<file path="config.mk">
export PLATFORM = sky130hd
export DESIGN_NAME = ex_operand_stage
export DESIGN_NICKNAME = d
export VERILOG_FILES = /design/src/rtl/ex_operand_stage.sv
export SDC_FILE = /design/constraint.sdc
export NUM_CORES = 1
export LEC_CHECK = 0
export CORE_UTILIZATION = 39
export DETAILED_ROUTE_END_ITERATION = 10
export GPL_ROUTABILITY_DRIVEN = 0
export GPL_TIMING_DRIVEN = 0
export PLACE_DENSITY_LB_ADDON = 0.3
export SLEW_MARGIN = 20
export SYNTH_ARGS = -nofsm -noshare
export SYNTH_HDL_FRONTEND = slang
export SYNTH_SLANG_ARGS = --single-unit
</file>
<file path="constraint.sdc">
create_clock -name clk -period 2.5 [get_ports clk]
set_input_delay 0.5 -clock clk [delete_from_list [all_inputs] [get_ports clk]]
set_output_delay 0.5 -clock clk [all_outputs]
set_load 0.01 [all_outputs]
</file>
<file path="src/rtl/ex_operand_stage.sv">
// ex_operand_stage: ID/EX register with EX/MEM and MEM/WB forwarding, operand muxes and load-use hazard detect; in: decode fields, forwarding buses, ex_hold/flush; out: SrcA/SrcB/Operation, EX control, store data, hazard_stall
module ex_operand_stage (
  input  logic        clk,
  input  logic        reset,
  input  logic        id_valid,
  input  logic [31:0] id_rs1_data,
  input  logic [31:0] id_rs2_data,
  input  logic [31:0] id_imm,
  input  logic [31:0] id_pc,
  input  logic [4:0]  id_rs1,
  input  logic [4:0]  id_rs2,
  input  logic [4:0]  id_rd,
  input  logic        id_uses_rs2,
  input  logic [3:0]  id_alu_op,
  input  logic        id_alusrc_imm,
  input  logic        id_srca_pc,
  input  logic        id_regwrite,
  input  logic        id_memread,
  input  logic        id_memwrite,
  input  logic        exmem_regwrite,
  input  logic [4:0]  exmem_rd,
  input  logic [31:0] exmem_result,
  input  logic        memwb_regwrite,
  input  logic [4:0]  memwb_rd,
  input  logic [31:0] memwb_data,
  input  logic        ex_hold,
  input  logic        flush,
  output logic [31:0] SrcA,
  output logic [31:0] SrcB,
  output logic [3:0]  Operation,
  output logic        ex_valid,
  output logic [4:0]  ex_rd,
  output logic        ex_regwrite,
  output logic        ex_memread,
  output logic        ex_memwrite,
  output logic [31:0] ex_store_data,
  output logic        hazard_stall
);
  typedef struct packed {
    logic        valid;
    logic [31:0] pc;
    logic [31:0] imm;
    logic [4:0]  rs1;
    logic [4:0]  rs2;
    logic [31:0] rs1_val;
    logic [31:0] rs2_val;
    logic [4:0]  rd;
    logic [3:0]  alu_op;
    logic        alusrc_imm;
    logic        srca_pc;
    logic        regwrite;
    logic        memread;
    logic        memwrite;
  } entry_t;
  localparam entry_t bubble = '{alu_op: 4'b0010, default: '0};
  entry_t entry_q, entry_d, held, loaded;
  logic [31:0] rs1_fwd, rs2_fwd;
  always_comb begin
    held = entry_q;
    held.rs1_val = memwb_regwrite && |memwb_rd && memwb_rd == entry_q.rs1 ? memwb_data : entry_q.rs1_val;
    held.rs2_val = memwb_regwrite && |memwb_rd && memwb_rd == entry_q.rs2 ? memwb_data : entry_q.rs2_val;
    loaded = '{valid: 1'b1, pc: id_pc, imm: id_imm, rs1: id_rs1, rs2: id_rs2,
               rs1_val: id_rs1_data, rs2_val: id_rs2_data, rd: id_rd, alu_op: id_alu_op,
               alusrc_imm: id_alusrc_imm, srca_pc: id_srca_pc, regwrite: id_regwrite,
               memread: id_memread, memwrite: id_memwrite};
    hazard_stall = entry_q.valid && entry_q.memread && |entry_q.rd && id_valid &&
                   (entry_q.rd == id_rs1 || (id_uses_rs2 && entry_q.rd == id_rs2));
    entry_d = flush ? bubble : ex_hold ? held : hazard_stall || !id_valid ? bubble : loaded;
    rs1_fwd = exmem_regwrite && |exmem_rd && exmem_rd == entry_q.rs1 ? exmem_result :
              memwb_regwrite && |memwb_rd && memwb_rd == entry_q.rs1 ? memwb_data : entry_q.rs1_val;
    rs2_fwd = exmem_regwrite && |exmem_rd && exmem_rd == entry_q.rs2 ? exmem_result :
              memwb_regwrite && |memwb_rd && memwb_rd == entry_q.rs2 ? memwb_data : entry_q.rs2_val;
    SrcA = entry_q.srca_pc ? entry_q.pc : rs1_fwd;
    SrcB = entry_q.alusrc_imm ? entry_q.imm : rs2_fwd;
    ex_store_data = rs2_fwd;
    Operation = entry_q.alu_op;
    ex_valid = entry_q.valid;
    ex_rd = entry_q.rd;
    ex_regwrite = entry_q.regwrite;
    ex_memread = entry_q.memread;
    ex_memwrite = entry_q.memwrite;
  end
  always_ff @(posedge clk) entry_q <= reset ? bubble : entry_d;
endmodule
</file>
==> results.md, run 1 <==
Clocking:
- The number of buffers on the longest clock path is 2.
- The CTS H-tree depth is 4.
- The clock reaches the later pin of the worst-skew pair after about 0.44 ns.
- TritonCTS built the clock tree.
- The tree is rooted in a clkbuf_16.
- After clock tree synthesis, the clock-pin slew on the worst setup and hold paths is roughly 0.07 ns.
- The number of hold-repair buffers added at the cts stage is 0.
- The TritonCTS buffer count is 17.
- The clock net in this run drives a total of around 150 sinks.

Setup path:
- The startpoint of the worst register-to-register path is ex_rd[4].
- The worst-case reg-to-reg path depth is 6.
- The kind of end point of the critical path is an output pin.
- On the worst path, the slowest cell contributes a delay of around 0.52 ns.
- The end of the worst register-to-register path is entry_q[84].
- The most critical setup path has its startpoint at memwb_rd[4].
- The required time of the critical path is ~2.0 ns.
- The worst setup path is launched from an input pin.
- The kind of critical path is input pin to output pin.
- Traced cell by cell, the critical path runs through buf_8, or4_4, o21a_4, and4_4, buf_12, mux2i_4, a221oi_2, buf_2.
- The data arrival time of the critical path is around 2.5 ns.
- The cell with the largest stage delay on the worst path is or4_4.
- The cell class contributing the biggest share of worst-path delay is simple AND/OR/NAND/NOR gates.
- The worst register-to-register path has a setup slack of roughly 0.25 ns.
- The worst-path maximum fanout is 8.
- The buffers plus inverters on the worst setup path is 3.

Layout:
- The number of fill cells in the layout is approximately 1600.
- The area added between synthesis and finish is 75.2%.
- The count of nets after finishing is 1501.
- For this run, the number of standard cells in the final layout without fillers is 1550.
- The final design area excluding fillers is ~14000 um2.
- Of the cells placed in the final design, the portion with a size suffix greater than 1 is 0.356.
- 0 antenna diodes ended up in the layout.
- The core utilization of the finished layout is 0.700.

Global routing:
- The total track usage is 0.345.
- For this run the aggregate overflow at the end of global routing stands at 0.
- The first global-routing pass estimated between 50 and 60 mm of wire.
- The via count of the first global-routing pass came to roughly 9400.
- The number of antenna violations at the first check in global routing is 0.
- Entering global routing, the biggest net connects 17 pins.

Pwr:
- The worst-case IR drop observed on VDD is between 0.4 and 0.5 mV.
- The static leakage is about 5.5 nW.
- Dividing total power by cell area gives a power density of around 450 nW/um2.
- The completed layout was analyzed and its total power is between 0.006 and 0.007 W.

Logic synthesis:
- After technology mapping, the gate count stands at 850.
- The total nets after synthesis is roughly 1100.
- Yosys printed 0 warnings.
- The synthesized design contains 0 enable-type register cells.
- The async set-reset flop share out of synthesis is 0.
- Synthesis inferred approximately 150 register bits.
- After synthesis, the mean cell area works out to approximately 9.5 um2.
- After synthesis the cells add up to 8110 um2.
- In the synthesized netlist the dominant register cell turns out to be dfxtp_1.
- After synthesis, the netlist uses 39 different library cells.
- For this run, the register share of the synthesized area comes to 0.378.

Worst hold path:
- Along the worst hold path, the cell count comes to 1.
- The worst hold path belongs to the class flop to flop.
- The worst hold path terminates at entry_q[147].
- The worst hold path begins at entry_q[147].

Floorplanning:
- The starting utilization of the core area is 0.399.
- The die span in y is ~150 um.
- The standard cell core area is between 20000 and 25000 um2.
- The floorplan die area is 21400 um2.
- Measured along the x axis, the die boundary spans about 150 um.
- The site row count is 52.
- The number of primary I/O pins is about 340.

Drt:
- The detail-routed net length per standard cell is about 24 um.
- Using the TritonRoute via totals, the vias-per-cell ratio works out to around 6.0.
- The first detailed-routing pass took 5 iterations.
- Wires add up to between 30 and 40 mm.
- The count of nets left with antenna violations once routing finished came out at 0.
- For this run, design rule violations remaining after detail routing come to 0.
- Across all layers, the routed design uses between 9000 and 10000 vias.
- For this block, the initial DRC count from the detailed router was between 600 and 700.

Job:
- Across the run, the number of max-cap violations was 0.

Place:
- In this run the tool buffered the top-level ports with 343 buffer cells.
- The placed wire-length estimate is ~26 mm.
- The post-placement cell count is roughly 1500.
- Summing all placed instances gives a cell area of 12200 um2.

STA:
- The worst hold slack is around 0.47 ns.
- The final-report setup violation count is 96.
- At the pin with the least slew margin, the transition time is a little over 0.8 ns.
- In this run the tightest slew margin relative to its limit is 0.447.
- The shortest period the worst path allows is 3.02 ns.
- Derived from the worst setup path, the maximum achievable clock frequency is 0.331 GHz.
- The number of max-slew violations in the final report is 0.
- The final-report hold violation count is 0.
- The final critical-path share of the clock period is 1.21.
- On the final layout, the worst clock skew is 0.0192 ns.
- Setup repair after global routing could not meet its margin everywhere.
- The worst-case setup margin in the final layout is -0.519 ns.

Outcome:
- The final reports fail on negative setup slack.
- The run finished, with violations left.
cells in the final DEF (no fill, tap or decap), types with 18 or more instances in the layout:
| cell | count |
|---|---|
| clkdlybuf4s50_1 | 234 |
| dfxtp_1 | 144 |
| buf_2 | 110 |
| a22o_1 | 87 |
| o2bb2ai_1 | 64 |
| nor2_1 | 63 |
| buf_4 | 45 |
| nand2_1 | 36 |
| a221oi_2 | 34 |
| inv_1 | 33 |
| mux2i_4 | 32 |
| nor3_1 | 32 |
| a22oi_1 | 32 |
| clkbuf_1 | 30 |
| a221oi_4 | 30 |
| a21oi_2 | 29 |
| o31ai_2 | 28 |
| and3_1 | 26 |
| buf_6 | 23 |
| clkbuf_16 | 22 |
| xnor2_1 | 18 |
flip-flops by register name, indices dropped and copies added (netlist names):
name,flops
ex_memread,1
Operation,4
ex_memwrite,1
entry_q,140
ex_valid,1
ex_regwrite,1
ex_rd,5
how the worst max path moves through the flow:
| stage | endpoint | slack, ns | depth (start not counted) |
|---|---|---|---|
| after floorplan | SrcB[0] | -0.15 | 7 |
| after detailed placement | SrcA[1] | -1.66 | 8 |
| after global routing | SrcB[16] | -0.56 | 8 |
| final | SrcB[16] | -0.52 | 8 |
| after global placement | SrcA[1] | -1.65 | 8 |
| after CTS | SrcB[20] | -0.54 | 9 |
power by group:
part / internal (W) / switching, W
clock: 0.00143 / 0.00118
combinational: 0.000654 / 0.000548
sequential: 0.00248 / 0.0000436
total: 0.00457 / 0.00177
routing by layer:
metal	vias to the layer above	track usage	share of wire
met1	4448	0.418	0.39
met2	574	0.596	0.48
met4	0	0.130	0.036
li1	4109	-	-
met5	-	0	0
met3	104	0.0738	0.090
metrics by stage:
stage | setup TNS (ns) | worst slack, ns
floorplan | -7.38 | -0.149
global placement | -189.44 | -1.65
detailed placement | -188.29 | -1.66
CTS | -40.13 | -0.538
global route | -44.67 | -0.564
finish | -37.18 | -0.519
worst register-to-register path, delay by kind of cell, from the launching register on:
| kind | cells | cell delay (ns) |
|---|---|---|
| compound gates | 3 | 0.88 |
| buf+inv | 2 | 0.57 |
| flops | 1 | 0.37 |
| simple gates | 1 | 0.38 |
final cells by class:
cell class | count | area (um2) | area share
inverter | 33 | 124 | 0.00872
clock inverter | 13 | 136 | 0.00960
tap | 270 | 338 | 0.0238
multi-input combinational | 566 | 5650 | 0.398
sequential | 153 | 3090 | 0.217
timing repair buffer | 401 | 3630 | 0.256
buffer | 95 | 792 | 0.0558
clock buffer | 19 | 443 | 0.0312
cells in the mapped netlist (all sizes together), types with 33 or more instances:
| cell | instances | area [um2] |
|---|---|---|
| a22o | 87 | 762 |
| clkbuf | 54 | 203 |
| buf | 45 | 300 |
| o2bb2ai | 64 | 561 |
| a21oi | 33 | 169 |
| inv | 33 | 124 |
| dfxtp | 153 | 3060 |
| nor3 | 36 | 185 |
| a221oi | 64 | 561 |
| nand2 | 36 | 135 |
| nor2 | 67 | 251 |
| and3 | 33 | 206 |
logic make-up after synthesis:
kind of cell,synth area share
compound gates,0.320
xor+xnor,0.0324
buf+inv,0.0773
flops,0.378
mux,0.0858
simple gates,0.107
repair_timing:
item	CTS	global route
setup endpoints to repair	175	109
buffers inserted	28	21
gates cloned	9	1
gates resized for setup	604	97
pin swaps	61	51
(Power assumes the default switching activity.)
==> inputs of run 2 (changes only) <==
==> constraint.sdc (replaced) <==
create_clock -name clk -period 2.5 [get_ports clk]
set_input_delay 0.25 -clock clk [delete_from_list [all_inputs] [get_ports clk]]
set_output_delay 0.25 -clock clk [all_outputs]
set_load 0.01 [all_outputs]
==> run 2 against run 1 <==
  * The run still ends with negative setup slack left
  * Non-clock buffer count is 10 higher
  * Setup slack better by 0.40 ns
  * Power is 3.1% higher
  * Routed wire length is 0.55% lower
  * Core utilization is 0.57 points lower
  * Via count is 0.51% higher
  * Clock skew is 0.010 ns lower
  * Sequential share of layout area is 0.12 points higher
  * First-iteration DRC count is 21% higher
  * Final cell count is 0.65% higher
  * Register-to-register slack worse by 0.07 ns
  * Cell area is 0.81% lower
  * Largest cell class unchanged
  * Largest power group unchanged
==> results.md, run 2 (same netlist as run 1, synthesis figures left out) <==
STA:
- Subtracting the final worst setup slack from the clock period gives 2.62 ns.
- The number of max-slew violations in the final report is 0.
- The worst pin sits at a relative slew slack of 0.449.
- On the final layout, the worst clock skew is 0.00906 ns.
- The worst hold slack is around 0.38 ns.
- For this run, the top clock speed supported by timing is 0.381 GHz.
- Of the available clock period, the critical path in the final layout requires 1.05.
- The final-report setup violation count is 52.
- The transition at the pin with the smallest max-transition slack is around 0.83 ns.
- The worst-case setup margin in the final layout is -0.123 ns.
- Setup repair after global routing could not meet its margin everywhere.
- The final-report hold violation count is 0.

Layout:
- The area added between synthesis and finish is 73.7%.
- The number of fill cells in the layout is around 1600.
- Leaving out fill and tap cells, the most frequent cells in the layout are clkdlybuf4s50_1 (238), dfxtp_1 (145), buf_2 (109), a22o_1 (87).
- The sequential standard cell area is ~3100 um2.
- In the final layout, the share of cells above drive strength 1 is 0.335.
- The core utilization of the finished layout is 0.694.
- The library cell used most frequently in the layout, excluding fill and tap cells, is clkdlybuf4s50_1.
- entry_q holds more flip-flops than any other register.
- Summing all multi-input logic gate instances after layout gives roughly 5400 um2.
- The number of flip-flops under the largest register name is 140.
- The count of nets after finishing is approximately 1500.
- The final design area excluding fillers is about 14000 um2.

Global routing:
- The total track usage is 0.334.
- The remaining global-route overflow is 0.
- The via count of the first global-routing pass is between 9000 and 10000.
- The first global-routing pass estimated 53.9 mm of wire.
- The number of antenna violations at the first check in global routing is 1.
- Entering global routing, the biggest net connects 17 pins.

Worst hold path:
- The worst min-delay path class is input pin to flop.

Setup path:
- The worst-path maximum fanout is 5.
- Together, buffers and inverters on the worst path number 4.
- For this design, the slowest cell found on the critical path is dfxtp_4.
- The most repeated library cell on the critical path is buf_6.
- The kind of end point of the critical path is an output pin.
- The required time of the critical path is between 2 and 2.5 ns.
- For flop-to-flop paths, the worst setup slack is ~0.18 ns.
- The category of the worst setup path launch point is a flop.
- For the worst setup path, the data arrival time is about 2.4 ns.
- The cell class contributing the biggest share of worst-path delay is buffers and inverters.
- The critical path is of the flop to output pin type.
- On the worst path, the slowest cell contributes a delay of between 0.3 and 0.4 ns.
- The signal on the critical path passes through xor2_4, nor3_4, buf_6, buf_4, buf_6, and3_1, a221oi_4, o31ai_1, clkbuf_2.

Floorplanning:
- The site row count is between 50 and 60.
- The die is between 100 and 150 um wide.
- The die covers about 21000 um2.
- The starting utilization of the core area is 0.399.
- The standard cell core area is 20300 um2.
- The floorplan step set the die height to around 150 um.
- During I/O placement, the number of pins put on the boundary was about 340.

Outcome:
- The flow ran to the end, but the final reports show violations.
- The checks that failed: negative setup slack.

Drt:
- The top metal layer carrying routed signals is met4.
- The wire length on met2 is between 15 and 20 mm.
- After detailed routing, the wire length on met1 is between 10 and 15 mm.
- The number of vias per cell after detailed routing is ~6.0.
- In the routed design, unresolved DRC markers number 0.
- Wires add up to approximately 38 mm.
- The detail-routed net length per standard cell is 24.2 um.
- The sum of met3 wire segment lengths after detailed routing is around 3.5 mm.
- The detailed-routing iteration count for the pre-antenna-repair pass is 5.
- The residual antenna-violating net count after detailed routing is 0.
- Detailed routing inserted a total of around 9300 vias.
- The detailed router finished its first iteration with 795 violations.

Clocking:
- At the later pin of the worst-skew pair, clock insertion delay measures about 0.43 ns.
- In this run the number of H-tree levels came out at 4.
- The number of hold-repair buffers added at the cts stage is 0.
- The number of buffers on the longest clock path is 2.
- The TritonCTS buffer count is 17.
- The clock transition at the register clock pins on the worst setup and hold paths after CTS is 0.06 ns.
- TritonCTS built the clock tree.
- The clock net in this run drives a total of ~150 sinks.
- The clock root buffer master is clkbuf_16.

Pwr:
- Dividing total power by cell area gives a power density of 464 nW/um2.
- The relative contribution of the clock network to total power is 0.432.
- The share of total power dissipated in combinational logic is 0.180.
- Summing internal, switching and leakage power gives ~0.0065 W.
- VDD sags by at most 0.390 mV.
- The portion of total power attributed to sequential cells is 0.387.
- Cell internal power was estimated by the tool at 0.00486 W.
- The switching power total is approximately 0.0017 W.
- The analysis attributes to cell leakage a power of 5.39 nW.
- Of the total power, the share spent switching nets is 0.256.

Place:
- In this run the tool buffered the top-level ports with between 300 and 400 buffer cells.
- The placed wire-length estimate is approximately 25 mm.
- Summing all placed instances gives a cell area of 11900 um2.

Job:
- The number of max-cap violations is 0.
## run 2: metal layers
| layer | vias up | GRT usage |
|---|---|---|
| li1 | 4130 | - |
| met1 | 4510 | 0.405 |
| met2 | 556 | 0.555 |
| met3 | 86 | 0.0925 |
| met4 | 0 | 0.137 |
| met5 | - | 0 |
## run 2: power by group through the flow
stage / Clock, W / Sequential (W) / Combinational (W)
2_1_floorplan: 0 / 0.00257 / 0.000353
6_report: 0.00283 / 0.00253 / 0.00118
3_3_place_gp: 0 / 0.00258 / 0.00104
4_1_cts: 0.00282 / 0.00253 / 0.00111
3_5_place_dp: 0 / 0.00258 / 0.00105
5_1_grt: 0.00293 / 0.00253 / 0.00123
## run 2: final cells by class
cell class	instances	area share
multi-input combinational	565	0.385
timing repair buffer	410	0.263
sequential	153	0.218
buffer	96	0.0559
clock buffer	21	0.0327
tap	270	0.0240
clock inverter	11	0.0121
inverter	33	0.00879
antenna	1	0.000178
## run 2: final timing paths
path,startpoint,to,cells past startpoint
hold reg to reg,entry_q[116],entry_q[116],1
hold / removal,id_rs2_data[8],entry_q[22],2
setup / recovery,entry_q[83],SrcA[6],9
setup reg to reg,ex_rd[4],entry_q[88],6
## run 2: timing repair
action                                 CTS  global route
resized for setup                      580           164
pin swaps                               70            69
buffers inserted                        43            22
setup endpoints to repair               99            97
cloned                                   3             5
endpoints found under the hold margin    0             0
## run 2: metrics by stage
| step | setup WS [ns] | TNS, ns | std cells |
|---|---|---|---|
| floorplan | 0.237 | 0 | 850 |
| global placement | -1.17 | -99.41 | 1463 |
| detailed placement | -1.17 | -102.12 | 1463 |
| CTS | -0.177 | -6.60 | 1540 |
| global route | -0.171 | -7.89 | 1560 |
| finish | -0.123 | -2.05 | 1560 |
## run 2: worst reg2reg max path, cell delays in order (launching register included)
cell     delay, ns
dfxtp_2       0.36
or3_1         0.38
o311a_1       0.34
a21oi_4       0.40
buf_4         0.28
buf_2         0.30
a22o_1        0.20
==> inputs of run 3 (changes only) <==
--- a/config.mk
+++ b/config.mk
@@ -5,11 +5,13 @@
 export SDC_FILE = /design/constraint.sdc
 export NUM_CORES = 1
 export LEC_CHECK = 0
+export CORE_ASPECT_RATIO = 1.5
 export CORE_UTILIZATION = 39
 export DETAILED_ROUTE_END_ITERATION = 10
 export GPL_ROUTABILITY_DRIVEN = 0
 export GPL_TIMING_DRIVEN = 0
 export PLACE_DENSITY_LB_ADDON = 0.3
+export SETUP_SLACK_MARGIN = 0.5
 export SLEW_MARGIN = 20
 export SYNTH_ARGS = -nofsm -noshare
 export SYNTH_HDL_FRONTEND = slang
==> run 3 against run 2 <==
  * Core utilization grew 10 points
  * Flip-flop and latch count is the same
  * Cell area grew 15%
  * First-iteration DRC count grew 4.2%
  * The run still ends with negative setup slack left
  * Sequential power is essentially flat
  * Power grew 0.93%
  * Non-clock buffer count grew 50
  * Critical endpoint is now SrcB[23]
==> results.md, run 3 (same netlist as run 1, synthesis figures left out) <==
Clocking:
- The clock transition at the register clock pins on the worst setup and hold paths after CTS is 0.07 ns.
- The TritonCTS buffer count is 17.
- The tree is rooted in a clkbuf_16.
- The number of buffers on the longest clock path is 2.
- The clock tree from TritonCTS is built.
- The clock insertion delay at the later pin of the skew report is approximately 0.44 ns.
- For this design, the CTS-stage hold fixing added 0 buffers.
- The clock sink count is 153.
- The CTS H-tree depth is 4.

Global routing:
- The remaining global-route overflow is 0.
- The number of antenna violations at the first check in global routing is 3.
- The via count of the first global-routing pass came to around 9600.
- Across every metal layer, demand over resource in global routing totals 0.356.
- Entering global routing, the biggest net connects 17 pins.
- The first global-routing pass estimated about 57 mm of wire.

Place:
- In this run the tool buffered the top-level ports with ~340 buffer cells.
- The placed wire-length estimate is approximately 27 mm.
- Once placement finished, the instance area stood at around 12000 um2.

Layout:
- The library cells used most frequently in the layout, excluding fill and tap cells, are clkdlybuf4s50_1 (236), dfxtp_1 (144), buf_2 (90), a22o_1 (87), buf_4 (55).
- The library cell used most frequently in the layout, excluding fill and tap cells, is clkdlybuf4s50_1.
- The area taken by multi-input logic gates is approximately 6400 um2.
- From synthesis to final layout, the design area changed by 101%.
- The register with the most flip-flops in the layout has 140 of them.
- The core utilization of the finished layout is 0.796.
- The fraction of layout instances using a drive strength above 1 is 0.482.
- The register name with the most flops is entry_q.
- The count of nets after finishing is 1560.
- The layout has ~1200 filler cells.
- With fillers left out, the area of the finished cells amounts to between 15000 and 20000 um2.
- Summing all flip-flop and latch instances after layout gives 3090 um2.

Drt:
- The detailed-routing iteration count for the pre-antenna-repair pass is 5.
- After detailed routing, the average wire length per cell comes to around 28 um.
- The count of unresolved DRC violations after routing is 0.
- The residual antenna-violating net count after detailed routing is 0.
- After the first detailed-routing iteration, the DRC count stood at slightly above 800.
- Dividing the detail-routed via count by the number of cells gives between 6 and 7.
- The via count of the routed design is roughly 10000.
- The wire length reported by the detailed router is ~45 mm.

STA:
- The transition at the pin with the smallest max-transition slack is 0.962 ns.
- The clock skew is ~0.010 ns.
- The worst relative slew slack is 0.359.
- Setup violations remaining at the end of the flow were counted as 94.
- Setup repair after global routing could not meet its margin everywhere.
- The final-report hold violation count is 0.
- For this run, the top clock speed supported by timing is about 0.37 GHz.
- The worst-case setup margin in the final layout is -0.175 ns.
- The shortest period the worst path allows is around 2.7 ns.
- Of the available clock period, the critical path in the final layout requires 1.07.
- The number of max-slew violations in the final report is 0.

Setup path:
- Measured in cells, the most critical reg-to-reg path has a length of 8.
- STA classifies the critical path startpoint as a flop.
- For the worst setup path, the data required time is approximately 2.3 ns.
- The worst register-to-register path begins at ex_rd[4].
- The setup slack on the worst flop-to-flop path is approximately 0.38 ns.
- The most critical setup path has its startpoint at entry_q[81].
- The most critical setup path has its endpoint at SrcB[23].
- The worst register-to-register path ends at entry_q[134].
- Data on the critical path arrives at its endpoint at approximately 2.4 ns.
- By startpoint and endpoint, the worst setup path is classified as flop to output pin.
- STA classifies the critical path endpoint as an output pin.
- The worst-path maximum fanout is 8.

Floorplanning:
- The die is about 180 um tall.
- The chip width is approximately 120 um.
- The floorplan die area is approximately 21000 um2.
- The initial utilization of the core area, before any placement, comes to 0.397.
- roughly 340 I/O pins were placed.
- The standard cell core area is 20400 um2.
- The site row count is between 60 and 70.

Pwr:
- The worst-case IR drop observed on VDD is 0.412 mV.
- The static leakage is 6.13 nW.
- The overall power after layout is between 0.006 and 0.007 W.
- The areal power density over the cells is ~410 nW/um2.

Job:
- The tool flagged a number of max-cap violations equal to 0.

Worst hold path:
- The worst min-delay path class is input pin to flop.

Outcome:
- The final reports fail on negative setup slack.
- The flow ran to the end, but the final reports show violations.
## run 3: per-layer routing
metal,global-route usage,vias to the layer above,share of wire
met3,0.0633,252,0.077
li1,-,4227,-
met5,0,-,0
met1,0.389,4889,0.34
met4,0.217,0,0.081
met2,0.637,693,0.50
## run 3: report_power, final
part	internal (W)	switching [W]	leakage (nW)
sequential	0.00248	0.0000451	1.25
combinational	0.000770	0.000650	4.62
clock	0.00149	0.00116	0.266
total	0.00474	0.00185	6.13
## run 3: metrics by stage
stage               std cells  hold WS [ns]  setup TNS (ns)  setup WS [ns]
global placement         1457         0.455          -98.19          -1.16
floorplan                 850         0.367               0          0.351
detailed placement       1457         0.456         -102.88          -1.25
finish                   1606         0.374           -8.34         -0.175
CTS                      1560         0.368           -4.73         -0.135
global route             1606         0.379          -12.85         -0.204
## run 3: final cells by class
class | count | share of cell area
clock inverter | 12 | 0.00862
clock buffer | 20 | 0.0269
antenna | 3 | 0.000462
buffer | 99 | 0.0690
tap | 264 | 0.0203
inverter | 33 | 0.00762
timing repair buffer | 457 | 0.287
sequential | 153 | 0.190
multi-input combinational | 565 | 0.391
## run 3: how the worst min path moves through the flow
stage                               start           to  slack [ns]  cells after the start
final                     id_rs2_data[31]  entry_q[45]        0.37                      2
after global routing       id_rs2_data[0]  entry_q[14]        0.38                      2
after CTS                 id_rs2_data[19]  entry_q[33]        0.37                      2
after detailed placement      entry_q[98]  entry_q[98]        0.46                      1
after global placement        entry_q[93]  entry_q[93]        0.46                      1
after floorplan            id_rs2_data[0]  entry_q[14]        0.37                      1
## run 3: repair_timing
action                     in CTS  in global routing
setup endpoints to repair     250                247
gates resized for setup       725                231
pin swaps                      98                134
gates cloned                   10                 23
buffers inserted               61                 20
## run 3: critical path: stages (launching register included)
cell	delay, ns
dfxtp_4	0.36
xor2_1	0.27
nor3_2	0.07
and4_4	0.20
buf_12	0.16
buf_12	0.13
buf_16	0.14
mux2i_4	0.20
a221oi_2	0.28
buf_2	0.18
